`src/rtl/boolfn_equiv_sweeper_pkg.sv`:
```
// Shared definitions for the Boolean-function equivalence sweeper:
// FSM state encodings and parameter legality helper.
package boolfn_equiv_sweeper_pkg;

  typedef enum logic [1:0] {
    S_IDLE   = 2'd0,
    S_APPLY  = 2'd1,
    S_SAMPLE = 2'd2,
    S_DONE   = 2'd3
  } state_e;

  localparam int MAX_N_IN = 16;

  function automatic bit params_legal(input int n_in, input int num_impl, input int settle);
    return (n_in >= 1) && (n_in <= MAX_N_IN) && (num_impl >= 1) && (settle >= 1);
  endfunction

endpackage

```
`src/rtl/boolfn_equiv_sweeper_vec_counter.sv`:
```
// Settle timer plus input-vector counter for the sweeper. sample_en_o flags the
// last settle cycle of a vector; last_o flags the final vector of the sweep.
module boolfn_equiv_sweeper_vec_counter #(
  parameter int N_IN   = 3,
  parameter int SETTLE = 2
) (
  input  logic            clk,
  input  logic            rst_n,
  input  logic            clear_i,
  input  logic            settle_en_i,
  input  logic            advance_i,
  output logic [N_IN-1:0] vec_o,
  output logic            sample_en_o,
  output logic            last_o
);

  localparam int              CW       = (SETTLE > 1) ? $clog2(SETTLE) : 1;
  localparam logic [CW-1:0]   CNT_LAST = CW'(SETTLE - 1);
  localparam logic [CW-1:0]   CNT_ONE  = CW'(1);
  localparam logic [N_IN-1:0] VEC_LAST = {N_IN{1'b1}};
  localparam logic [N_IN-1:0] VEC_ONE  = N_IN'(1);

  logic [CW-1:0]   cnt_q, cnt_d;
  logic [N_IN-1:0] vec_q, vec_d;

  assign sample_en_o = settle_en_i && (cnt_q == CNT_LAST);
  assign last_o      = (vec_q == VEC_LAST);
  assign vec_o       = vec_q;

  // Next-state for settle timer and vector counter
  always_comb begin
    cnt_d = cnt_q;
    vec_d = vec_q;
    if (clear_i) begin
      cnt_d = '0;
      vec_d = '0;
    end else if (settle_en_i) begin
      cnt_d = sample_en_o ? '0 : (cnt_q + CNT_ONE);
    end else if (advance_i) begin
      cnt_d = '0;
      vec_d = vec_q + VEC_ONE;
    end else begin
      cnt_d = cnt_q;
      vec_d = vec_q;
    end
  end

  // Timer and counter registers
  always_ff @(posedge clk or negedge rst_n) begin
    if (!rst_n) begin
      cnt_q <= '0;
      vec_q <= '0;
    end else begin
      cnt_q <= cnt_d;
      vec_q <= vec_d;
    end
  end

endmodule

```
`src/rtl/boolfn_equiv_sweeper.sv`:
```
// Exhaustive sweeper: drives every input vector, then compares NUM_IMPL
// implementation outputs against a reference and accumulates mismatch results.
module boolfn_equiv_sweeper
  import boolfn_equiv_sweeper_pkg::*;
#(
  parameter int N_IN     = 3,
  parameter int NUM_IMPL = 6,
  parameter int SETTLE   = 2
) (
  input  logic                clk,
  input  logic                rst_n,
  input  logic                start,
  input  logic                abort,
  output logic [N_IN-1:0]     vec,
  input  logic                ref_out,
  input  logic [NUM_IMPL-1:0] impl_out,
  output logic                busy,
  output logic                done,
  output logic                pass,
  output logic [N_IN:0]       err_count,
  output logic [N_IN-1:0]     first_fail_vec,
  output logic [NUM_IMPL-1:0] first_fail_msk,
  output logic [NUM_IMPL-1:0] fail_accum
);

  if (!params_legal(N_IN, NUM_IMPL, SETTLE)) begin : g_param_check
    $error("boolfn_equiv_sweeper: illegal N_IN/NUM_IMPL/SETTLE");
  end

  localparam logic [N_IN:0] ERR_ONE = (N_IN + 1)'(1);

  state_e              state_q, state_d;
  logic                busy_q, done_q;
  logic [N_IN:0]       err_q, err_d;
  logic [N_IN-1:0]     ffv_q, ffv_d;
  logic [NUM_IMPL-1:0] ffm_q, ffm_d;
  logic [NUM_IMPL-1:0] acc_q, acc_d;
  logic                sweep_start_s, sample_upd_s, settle_en_s, advance_s, clear_s;
  logic                sample_en_s, last_s;
  logic [NUM_IMPL-1:0] msk_s;

  assign msk_s        = impl_out ^ {NUM_IMPL{ref_out}};
  assign sample_upd_s = (state_q == S_SAMPLE) && !abort;
  assign settle_en_s  = (state_q == S_APPLY) && !abort;
  assign advance_s    = sample_upd_s && !last_s;
  assign clear_s      = sweep_start_s || (abort && (state_q != S_IDLE));

  boolfn_equiv_sweeper_vec_counter #(
    .N_IN   (N_IN),
    .SETTLE (SETTLE)
  ) u_vec_counter (
    .clk         (clk),
    .rst_n       (rst_n),
    .clear_i     (clear_s),
    .settle_en_i (settle_en_s),
    .advance_i   (advance_s),
    .vec_o       (vec),
    .sample_en_o (sample_en_s),
    .last_o      (last_s)
  );

  // FSM next state; abort outranks start and the sample update
  always_comb begin
    state_d       = state_q;
    sweep_start_s = 1'b0;
    case (state_q)
      S_IDLE: begin
        if (!abort && start) begin
          state_d       = S_APPLY;
          sweep_start_s = 1'b1;
        end else begin
          state_d = S_IDLE;
        end
      end
      S_APPLY: begin
        if (abort)            state_d = S_IDLE;
        else if (sample_en_s) state_d = S_SAMPLE;
        else                  state_d = S_APPLY;
      end
      S_SAMPLE: begin
        if (abort)       state_d = S_IDLE;
        else if (last_s) state_d = S_DONE;
        else             state_d = S_APPLY;
      end
      S_DONE: begin
        if (abort) begin
          state_d = S_IDLE;
        end else if (start) begin
          state_d       = S_APPLY;
          sweep_start_s = 1'b1;
        end else begin
          state_d = S_DONE;
        end
      end
      default: state_d = S_IDLE;
    endcase
  end

  // Result accumulation: cleared on sweep start, updated on a mismatching sample
  always_comb begin
    err_d = err_q;
    ffv_d = ffv_q;
    ffm_d = ffm_q;
    acc_d = acc_q;
    if (sweep_start_s) begin
      err_d = '0;
      ffv_d = '0;
      ffm_d = '0;
      acc_d = '0;
    end else if (sample_upd_s && (|msk_s)) begin
      err_d = err_q + ERR_ONE;
      acc_d = acc_q | msk_s;
      if (err_q == '0) begin
        ffv_d = vec;
        ffm_d = msk_s;
      end else begin
        ffv_d = ffv_q;
        ffm_d = ffm_q;
      end
    end else begin
      err_d = err_q;
    end
  end

  // State, status flags and result registers
  always_ff @(posedge clk or negedge rst_n) begin
    if (!rst_n) begin
      state_q <= S_IDLE;
      busy_q  <= 1'b0;
      done_q  <= 1'b0;
      err_q   <= '0;
      ffv_q   <= '0;
      ffm_q   <= '0;
      acc_q   <= '0;
    end else begin
      state_q <= state_d;
      busy_q  <= (state_d == S_APPLY) || (state_d == S_SAMPLE);
      done_q  <= (state_d == S_DONE);
      err_q   <= err_d;
      ffv_q   <= ffv_d;
      ffm_q   <= ffm_d;
      acc_q   <= acc_d;
    end
  end

  assign busy           = busy_q;
  assign done           = done_q;
  assign pass           = done_q && (err_q == '0);
  assign err_count      = err_q;
  assign first_fail_vec = ffv_q;
  assign first_fail_msk = ffm_q;
  assign fail_accum     = acc_q;

endmodule

```
`config.mk`:
```
export PLATFORM = sky130hd
export DESIGN_NAME = boolfn_equiv_sweeper
export DESIGN_NICKNAME = d
export VERILOG_FILES = /design/src/rtl/boolfn_equiv_sweeper_pkg.sv /design/src/rtl/boolfn_equiv_sweeper_vec_counter.sv /design/src/rtl/boolfn_equiv_sweeper.sv
export SDC_FILE = /design/constraint.sdc
export NUM_CORES = 1
export LEC_CHECK = 0
export BUFFER_PORTS_ARGS = -buffer_cell sky130_fd_sc_hd__clkbuf_2
export CAP_MARGIN = 10
export CORE_MARGIN = 3
export CORE_UTILIZATION = 34
export CTS_CLUSTER_DIAMETER = 150
export CTS_CLUSTER_SIZE = 28
export DETAILED_ROUTE_END_ITERATION = 8
export PLACE_DENSITY = 0.67
export SLEW_MARGIN = 15
export SYNTH_ARGS = -nofsm -noshare
export SYNTH_HDL_FRONTEND = slang
export SYNTH_HIERARCHICAL = 1
export SYNTH_SLANG_ARGS = --single-unit
```
`constraint.sdc`:
```
create_clock -name clk -period 2.2 [get_ports clk]
set_clock_uncertainty 0.05 [all_clocks]
set_input_delay 0.55 -clock clk [delete_from_list [all_inputs] [get_ports clk]]
set_output_delay 0.55 -clock clk [all_outputs]
set_load 0.005 [all_outputs]
```
==> summary.md, run 1 <==
| Metric | Value |
|---|---|
| Syn nets | 170 |
| Final worst slack | around 0.20 ns |
| Status | completed |
| CTS Root Cell | clkbuf_8 |
| Post-Syn Instances | 150 |
| Final setup fails | 0 |
| FMAX | 500 MHz |
| First-pass GRT wire length | 5240 um |
| Routability Congestion | 0.750 |
| Post-synth top flop | dfrtp_1 |
| Num CTS Buffers | 3 |
| CTS tree | built |
| FF+latch count, synth | 27 |
| DRT iter0 DRCs | 53 |
| R2R Setup Slk | roughly 0.24 ns |
| GRT overflow | 0 |
| Die footprint | 5220 um2 |
| Layout cells sized above 1 | 0.270 |
| Hold Path Class | primary input to async pin |
| Ports | 36 |
| Slowest CP cell | dfrtp_1 |
| Asr flop ratio synth | 1.00 |
| Slowest stage delay, CP | around 0.44 ns |
| FF+latch area | ~680 um2 |
| Startpoint Class | flop |
| PwrDens | about 500 nW/um2 |
| Crit path capture type | primary output |
| Vias in the first global route | roughly 1,100 |
| PortBufs | 35 |
| Sequential-to-total area share from yosys stat | 0.453 |
| Fin Hold WS | 0.247 ns |
| Largest net degree at the start of global routing | 30 |
| CP Max Fanout | 5 |
| Post-synth EDFFs | 0 |
| Routed WL | 3120 um |
| Antenna Diode Count | 0 |
| Worst Path Buf+Inv | 2 |
| Initial antenna violation count | 0 |
| Critical path class | flop to primary output |
| RSZ-0062 raised after global routing | no |
| Final net count | 210 |
| Core area | a little over 4000 um2 |
| Mapped cell area | 1490 um2 |
| Vias | between 1,000 and 1,500 |
| Worst-Margin Slew | ~0.68 ns |
| Relative slew slack | 0.547 |
| Library cells used by synthesis | 36 |
| Multi-input gate area | 773 um2 |
| ANT nets after route | 0 |
| DRC | 0 |
| Clock slew at reported path FFs | around 0.09 ns |
| Setup TNS | 0 ns |
| Worst-skew pair later-pin latency | around 0.27 ns |
| H-tree depth reported by CTS | 1 |
| CTS sink count | 27 |
| Cell family with most CP delay | flip-flops |
| Leakage power | 0.947 nW |
| Fin crit share | 0.909 |
| Die X-Extent | between 70 and 80 um |
| Syn Area/Cell | roughly 10 um2 |
| Min Clock Period, post-route | 2.00 ns |
| Layout area overhead | 20.4% |
| Post-DR wirelength/cell | 13.1 um |
| Max clock buf depth | 2 |
| Final count of hold timing violations | 0 |
| Peak VDD IR | around 210 uV |
| Overall routing resource usage | 0.127 |
| Initial Utilization | 0.363 |
| YS warnings | 6 |
| WP data arrival | 1.40 ns |
| Dpl ws | between 0.07 and 0.08 ns |
| Req. time, crit path | 1.60 ns |
| Final slew viol count | 0 |
| Die Ht | 72.3 um |
| # fillers | a little over 400 |
| Crit-path cells | inv_1, ha_1, nor3b_2, and2_1, clkbuf_2 |
| Via density | ~4.9 |
| Dpl hpwl | ~2400 um |
| DR pass1 iterations | 4 |
| Placement Rows | 23 |
| Max-cap violations | 0 |
## sequential cells by signal, indices dropped and copies added, names as in the netlist
signal	cells
fail_accum	6
state_q	2
first_fail_vec	3
busy	1
done	1
u_vec_counter/vec_o	3
err_count	4
first_fail_msk	6
u_vec_counter/cnt_q	1
## area by class of cell
class / count / area share
Clock inverter: 1 / 0.00279
Multi-Input combinational cell: 111 / 0.430
Clock buffer: 3 / 0.0230
Inverter: 7 / 0.0146
Timing Repair Buffer: 40 / 0.118
Sequential cell: 27 / 0.376
Tap cell: 50 / 0.0348
## power by group
group / internal, mW / switching, mW / total (mW)
Clock: 0.127 / 0.155 / 0.282
Sequential: 0.503 / 0.00411 / 0.507
Combinational: 0.0392 / 0.0673 / 0.107
Total: 0.669 / 0.226 / 0.895
## kinds of logic (layout without fill, tap and decap cells)
kind of cell             count (synthesis)  after routing  synth area share
AND/OR/NAND/NOR                         59             59             0.205
flip-flops                              27             27             0.453
AO/OA/AOI/OAI                           23             23            0.0981
multiplexers                            14             14            0.0981
buffers and inverters                   12             51            0.0352
adder cells (fa/ha/maj)                  9              9            0.0754
XOR/XNOR                                 6              6            0.0352
## worst register-to-register path: stages, from the launching register on
cell     delay [ns]
dfrtp_1        0.39
inv_1          0.07
ha_1           0.30
or4_1          0.52
o21ai_2        0.15
nor2_1         0.08
mux2_1         0.29
## placed cells by master, fill, tap and decap left out, types with 2 or more instances in the layout
cell type / count
a21oi_1: 6
nand2b_1: 4
ha_1: 9
nor2b_1: 3
nor2_1: 6
clkbuf_8: 3
nand4bb_1: 2
nand4_1: 2
o21ai_1: 3
xor2_1: 6
o2111ai_1: 2
inv_1: 7
buf_4: 5
and2_1: 3
nand2_1: 28
dfrtp_1: 27
mux2i_1: 12
o21ai_0: 6
clkbuf_2: 35
## per-stage QoR
stage | util | power, mW | instances | instance area [um2]
after floorplan | - | 0.583 | 150 | 1500
after global placement | 0.424 | 0.624 | 235 | 1750
after detailed placement | 0.424 | 0.625 | 235 | 1750
after CTS | 0.435 | 0.911 | 239 | 1790
after global routing | 0.437 | 0.944 | 239 | 1800
final | 0.437 | 0.895 | 239 | 1800
## cells in the mapped netlist, types with 2 or more instances
master     number  area share
inv_1           7       0.018
nand4bb_1       2       0.015
nand4_1         2      0.0084
nand2b_1        4       0.017
dfrtp_1        27        0.45
o2111ai_1       2       0.012
ha_1            9       0.075
mux2i_1        12       0.080
a21oi_1         6       0.020
nor2_1          6       0.015
clkbuf_1        4       0.010
xor2_1          6       0.035
nand2_1        28       0.070
and2_1          3       0.013
o21ai_1         3       0.010
nor2b_1         3       0.013
o21ai_0         7       0.023
## worst paths after layout
check / from / cells after the start / end
max: err_count[0]$_DFFE_PN0P_ / 5 / pass
min: rst_n / 1 / fail_accum[1]$_DFFE_PN0P_
max reg2reg: state_q[0]$_DFF_PN0_ / 6 / u_vec_counter/vec_o[0]$_DFFE_PN0P_
min reg2reg: fail_accum[2]$_DFFE_PN0P_ / 2 / fail_accum[2]$_DFFE_PN0P_
max in group asynchronous: rst_n / 1 / u_vec_counter/vec_o[0]$_DFFE_PN0P_
min in group clk: fail_accum[2]$_DFFE_PN0P_ / 2 / fail_accum[2]$_DFFE_PN0P_
## layer usage
| layer | wire length [um] | GRT usage | share of wire |
|---|---|---|---|
| met5 | 0 | 0 | 0 |
| met4 | 34 | 0.0438 | 0.011 |
| met3 | 189 | 0.0249 | 0.061 |
| met2 | 1430 | 0.194 | 0.46 |
| met1 | 1460 | 0.178 | 0.47 |
## timing repair
action,in CTS,in global routing
setup buffers,0,0
endpoints found under the setup margin,0,1
hold buffers,0,0
resized for setup,0,1
Power figures use the tool's default switching activity.
==> run 2, diff against run 1 <==
CTS_BUF_LIST = sky130_fd_sc_hd__clkbuf_2   (was not set)
==> summary.md, run 2 (synthesized netlist as in run 1, its figures left out) <==
| Metric | Value |
|---|---|
| DRC | 0 (unchanged) |
| # fillers | 415 (+0.24%) |
| Relative slew slack | 0.547 (about the same) |
| Setup TNS | 0 ns (unchanged) |
| WP data arrival | 1.49 ns (+0.09 ns) |
| Req. time, crit path | 1.60 ns (about the same) |
| RSZ-0062 raised after global routing | no |
| FMAX | 478 MHz (-4.5%) |
| Crit path capture type | primary output |
| Clock slew at reported path FFs | 0.26 ns (+0.17 ns) |
| Fin crit share | 0.952 (+0.0426) |
| Vias in the first global route | 1,107 (-1.3%) |
| Worst-Margin Slew | 0.679 ns (-0.000503 ns) |
| Initial Utilization | 0.363 (unchanged) |
| Final slew viol count | 0 (unchanged) |
| Status | completed |
| Most frequent cells in the layout | clkbuf_2, nand2_1, dfrtp_1, mux2i_1, ha_1 |
| Layout area overhead | 19.1% |
| Via density | 4.92 (about the same) |
| Vias | 1,181 (+0.34%) |
| Fin Hold WS | 0.130 ns (-0.117 ns) |
| Peak VDD IR | 242 uV (+17%) |
| Routed WL | 3090 um (-0.80%) |
| Slowest stage delay, CP | 0.47 ns (+0.03 ns) |
| First-pass GRT wire length | 5160 um (-1.5%) |
| Hold Path Class | primary input to async pin |
| H-tree depth reported by CTS | 1 (unchanged) |
| Final count of hold timing violations | 0 (unchanged) |
| Num CTS Buffers | 3 (unchanged) |
| CP Max Fanout | 4 (-1) |
| CTS sink count | 27 (unchanged) |
| Initial antenna violation count | 0 (unchanged) |
| Startpoint Class | flop |
| DRT iter0 DRCs | 41 (-23%) |
| Routability Congestion | 0.750 (unchanged) |
| Worst-skew pair later-pin latency | 0.35 ns (+0.08 ns) |
| Max-cap violations | 0 (unchanged) |
| Critical path class | flop to primary output |
| Die Ht | 72.3 um (unchanged) |
| PortBufs | 35 (unchanged) |
| DR pass1 iterations | 5 (+1) |
| Antenna Diode Count | 0 (unchanged) |
| Die X-Extent | 72.3 um (unchanged) |
| Largest net degree at the start of global routing | 30 (unchanged) |
| Layout cells sized above 1 | 0.274 (+0.00384) |
| Crit-path cells | inv_1, ha_1, nor3b_2, and2_1, clkbuf_2 |
| Final std cells w/o fill | 240 (+0.42%) |
| Min Clock Period, post-route | 2.09 ns (+0.0937 ns) |
| Most common cell after layout, fill and taps aside | clkbuf_2 |
| Core area | 4120 um2 (unchanged) |
| Slowest CP cell | dfrtp_1 |
| R2R Setup Slk | 0.21 ns (-0.03 ns) |
| GRT overflow | 0 (unchanged) |
| Placement Rows | 23 (unchanged) |
| Ports | 36 (unchanged) |
| Cell count after placement | 235 (unchanged) |
| PwrDens | 453 nW/um2 (-9.1%) |
| Overall routing resource usage | 0.123 (-0.00349) |
| CTS Root Cell | clkbuf_2 |
| Final setup fails | 0 (unchanged) |
| Dpl hpwl | 2420 um (unchanged) |
| Max clock buf depth | 2 (unchanged) |
| CTS tree | built |
| Leakage power | 0.944 nW (-0.39%) |
| Final net count | 211 (+0.48%) |
| ANT nets after route | 0 (unchanged) |
| Die footprint | 5220 um2 (unchanged) |
| Post-DR wirelength/cell | 12.9 um (-1.2%) |
| Post-CTS Hold Buffers | 0 (unchanged) |
-- run 2: cell count changes in the layout (fill, tap and decap cells not counted), sizes merged --
cell | previous run | this run
buf | 5 | 6
-- run 2: routing by layer --
metal	vias to the layer above	routed length, um	part of all wire	track usage
met3	2	193	0.062	0.0249
met4	0	10	0.0032	0.0188
met1	554	1460	0.47	0.177
met5	-	0	0	0
met2	30	1430	0.46	0.195
li1	595	-	-	-
-- run 2: final cells by class --
class	instances	area, um2	area share
Clock buffer	3	15.0	0.00844
Sequential cell	27	676	0.380
Clock inverter	1	5.00	0.00281
Tap cell	50	62.6	0.0352
Inverter	7	26.3	0.0148
Timing Repair Buffer	41	220	0.124
Multi-Input combinational cell	111	773	0.435
-- run 2: final timing paths --
kind                                                  to  cells past startpoint                       from
setup reg to reg                          busy$_DFF_PN0_                      8       state_q[1]$_DFF_PN0_
hold / removal             first_fail_msk[3]$_DFFE_PN0P_                      1                      rst_n
max in group asynchronous                 done$_DFF_PN0_                      1                      rst_n
hold reg to reg                fail_accum[2]$_DFFE_PN0P_                      2  fail_accum[2]$_DFFE_PN0P_
min in group clk                    state_q[0]$_DFF_PN0_                      2                      abort
setup / recovery                                    pass                      5   err_count[1]$_DFFE_PN0P_
-- run 2: report_power, final --
group	internal [mW]	leakage [nW]	total (mW)	switching (mW)
registers	0.505	0.374	0.509	0.00408
logic	0.0393	0.553	0.107	0.0674
clock network	0.0413	0.0164	0.189	0.148
-- run 2: timing repair --
item / CTS / global route
pin swaps: 0 / 0
setup endpoints to repair: 1 / 1
setup buffers: 0 / 1
resized for setup: 1 / 0
cloned: 0 / 0
-- run 2: through the flow --
step	cell area [um2]	total power, mW	setup slack (ns)	utilization
global placement	1750	0.624	0.124	0.424
global route	1780	0.852	0.00151	0.432
CTS	1770	0.818	0.0482	0.430
finish	1780	0.805	0.106	0.432
floorplan	1500	0.583	0.00940	-
detailed placement	1750	0.625	0.0722	0.424
-- run 2: critical path, delay by kind of cell (launching register included) --
family                     cells  cell delay, ns
and+or+nand+nor                2            0.35
buffers and inverters          2            0.19
DFF                            1            0.47
adders and majority gates      1            0.14
==> run 3, diff against run 2 <==
REMOVE_ABC_BUFFERS = 1   (was not set)
==> summary.md, run 3 (synthesized netlist as in run 1, its figures left out) <==
| Metric | Value |
|---|---|
| Startpoint Class | flop |
| PortBufs | 35 (unchanged) |
| Core area | 4120 um2 (unchanged) |
| # fillers | 413 (-0.48%) |
| H-tree depth reported by CTS | 1 (unchanged) |
| CTS Root Cell | clkbuf_2 |
| Fin crit share | 0.935 (-0.0171) |
| Worst-skew pair later-pin latency | 0.36 ns (about the same) |
| Antenna Diode Count | 0 (unchanged) |
| Overall routing resource usage | 0.123 (+0.000143) |
| Relative slew slack | 0.547 (about the same) |
| Routability Congestion | 0.797 (+6.3%) |
| Status | completed |
| FMAX | 486 MHz (+1.8%) |
| Vias in the first global route | 1,118 (+0.99%) |
| Req. time, crit path | 1.60 ns (about the same) |
| FF+latch area | 676 um2 (unchanged) |
| Most common cell after layout, fill and taps aside | clkbuf_2 |
| Post-DR wirelength/cell | 13.1 um (+1.8%) |
| Final net count | 212 (+0.47%) |
| Worst-Margin Slew | 0.680 ns (+0.000702 ns) |
| Clock slew at reported path FFs | 0.26 ns (about the same) |
| Hold Path Class | primary input to async pin |
| Largest net degree at the start of global routing | 30 (unchanged) |
| Leakage power | 0.954 nW (+1.2%) |
| CTS sink count | 27 (unchanged) |
| Max-cap violations | 0 (unchanged) |
| First-pass GRT wire length | 5130 um (-0.54%) |
| Layout area overhead | 21.0% |
| Final std cells w/o fill | 241 (+0.42%) |
| Die X-Extent | 72.3 um (unchanged) |
| Cell count after placement | 235 (unchanged) |
| Die Ht | 72.3 um (unchanged) |
| Placed instance area | 1740 um2 (-0.21%) |
| GRT overflow | 0 (unchanged) |
| Vias | 1,170 (-0.93%) |
| Crit path capture type | primary output |
| DR pass1 iterations | 6 (+1) |
| WP data arrival | 1.46 ns (-0.03 ns) |
| Min Clock Period, post-route | 2.06 ns (-0.0377 ns) |
| Ports | 36 (unchanged) |
| CTS tree | built |
| Peak VDD IR | 341 uV (+41%) |
| Critical path class | flop to primary output |
| Layout cells sized above 1 | 0.293 (+0.0195) |
| ANT nets after route | 0 (unchanged) |
| DRC | 0 (unchanged) |
| DRT iter0 DRCs | 38 (-7.3%) |
| Initial antenna violation count | 0 (unchanged) |
| Max clock buf depth | 2 (unchanged) |
| Die footprint | 5220 um2 (unchanged) |
| Num CTS Buffers | 3 (unchanged) |
| Routed WL | 3160 um (+2.2%) |
| CP Max Fanout | 2 (-2) |
| Placement Rows | 23 (unchanged) |
| Final setup fails | 0 (unchanged) |
| Most frequent cells in the layout | clkbuf_2, nand2_1, dfrtp_1, mux2i_1, ha_1 |
| Final count of hold timing violations | 0 (unchanged) |
| Initial Utilization | 0.363 (unchanged) |
| Multi-input gate area | 793 um2 (+2.6%) |
| PwrDens | 447 nW/um2 (-1.3%) |
| Final slew viol count | 0 (unchanged) |
| Dpl hpwl | 2370 um (-1.8%) |
| Via density | 4.85 (-1.3%) |
| Finished Cell Area | 1810 um2 (+1.5%) |
-- run 3: layout make-up --
cell class,count,share of cell area
repair buffers,42,0.126
clock buffers,3,0.00832
flip-flops and latches,27,0.374
inverters,7,0.0146
clock inverters,1,0.00277
multi-input cells,111,0.439
well taps,50,0.0347
-- run 3: timing repair --
item	in CTS	in global routing
endpoints found under the hold margin	0	0
resized for setup	1	6
pin swaps	0	1
hold buffers	0	0
buffers inserted	1	1
endpoints found under the setup margin	1	2
-- run 3: critical path, cell delays in order, from the launching register on --
cell and delay (ns):
dfrtp_1 0.46, inv_2 0.09, ha_4 0.13, nor3b_4 0.18, and2_1 0.14, clkbuf_2 0.10
-- run 3: per-stage QoR --
| stage | util | setup TNS [ns] | setup WS [ns] | hold WS [ns] | power, mW |
|---|---|---|---|---|---|
| final | 0.439 | 0 | 0.144 | 0.110 | 0.807 |
| after floorplan | - | -0.209 | -0.164 | 0.204 | 0.575 |
| after global routing | 0.439 | -0.0137 | -0.0137 | 0.0820 | 0.857 |
| after detailed placement | 0.423 | 0 | 0.0740 | 0.421 | 0.625 |
| after CTS | 0.431 | 0 | 0.0306 | 0.107 | 0.823 |
| after global placement | 0.423 | 0 | 0.123 | 0.414 | 0.624 |
-- run 3: report_power, final --
| part | internal (mW) | switching, mW |
|---|---|---|
| Combinational | 0.0419 | 0.0674 |
| Sequential | 0.505 | 0.00386 |
| Clock | 0.0412 | 0.148 |
| Total | 0.588 | 0.219 |
-- run 3: path summary, 6_finish.rpt --
path / to / cells past startpoint / start / slack (ns)
min in group clk: state_q[0]$_DFF_PN0_ / 2 / abort / 0.37
worst max-delay path: pass / 5 / err_count[0]$_DFFE_PN0P_ / 0.14
max in group asynchronous: u_vec_counter/vec_o[0]$_DFFE_PN0P_ / 1 / rst_n / 1.54
worst min-delay path: fail_accum[5]$_DFFE_PN0P_ / 1 / rst_n / 0.11
worst min register to register: fail_accum[0]$_DFFE_PN0P_ / 2 / fail_accum[0]$_DFFE_PN0P_ / 0.47
worst max register to register: busy$_DFF_PN0_ / 7 / state_q[1]$_DFF_PN0_ / 0.18
-- run 3: routing by layer --
metal,vias to the layer above,global-route usage,wire (um),part of all wire
met1,542,0.162,1490,0.47
met3,2,0.0416,207,0.065
li1,594,-,-,-
met2,32,0.201,1460,0.46
met5,-,0,0,0
met4,0,0.0188,8,0.0025
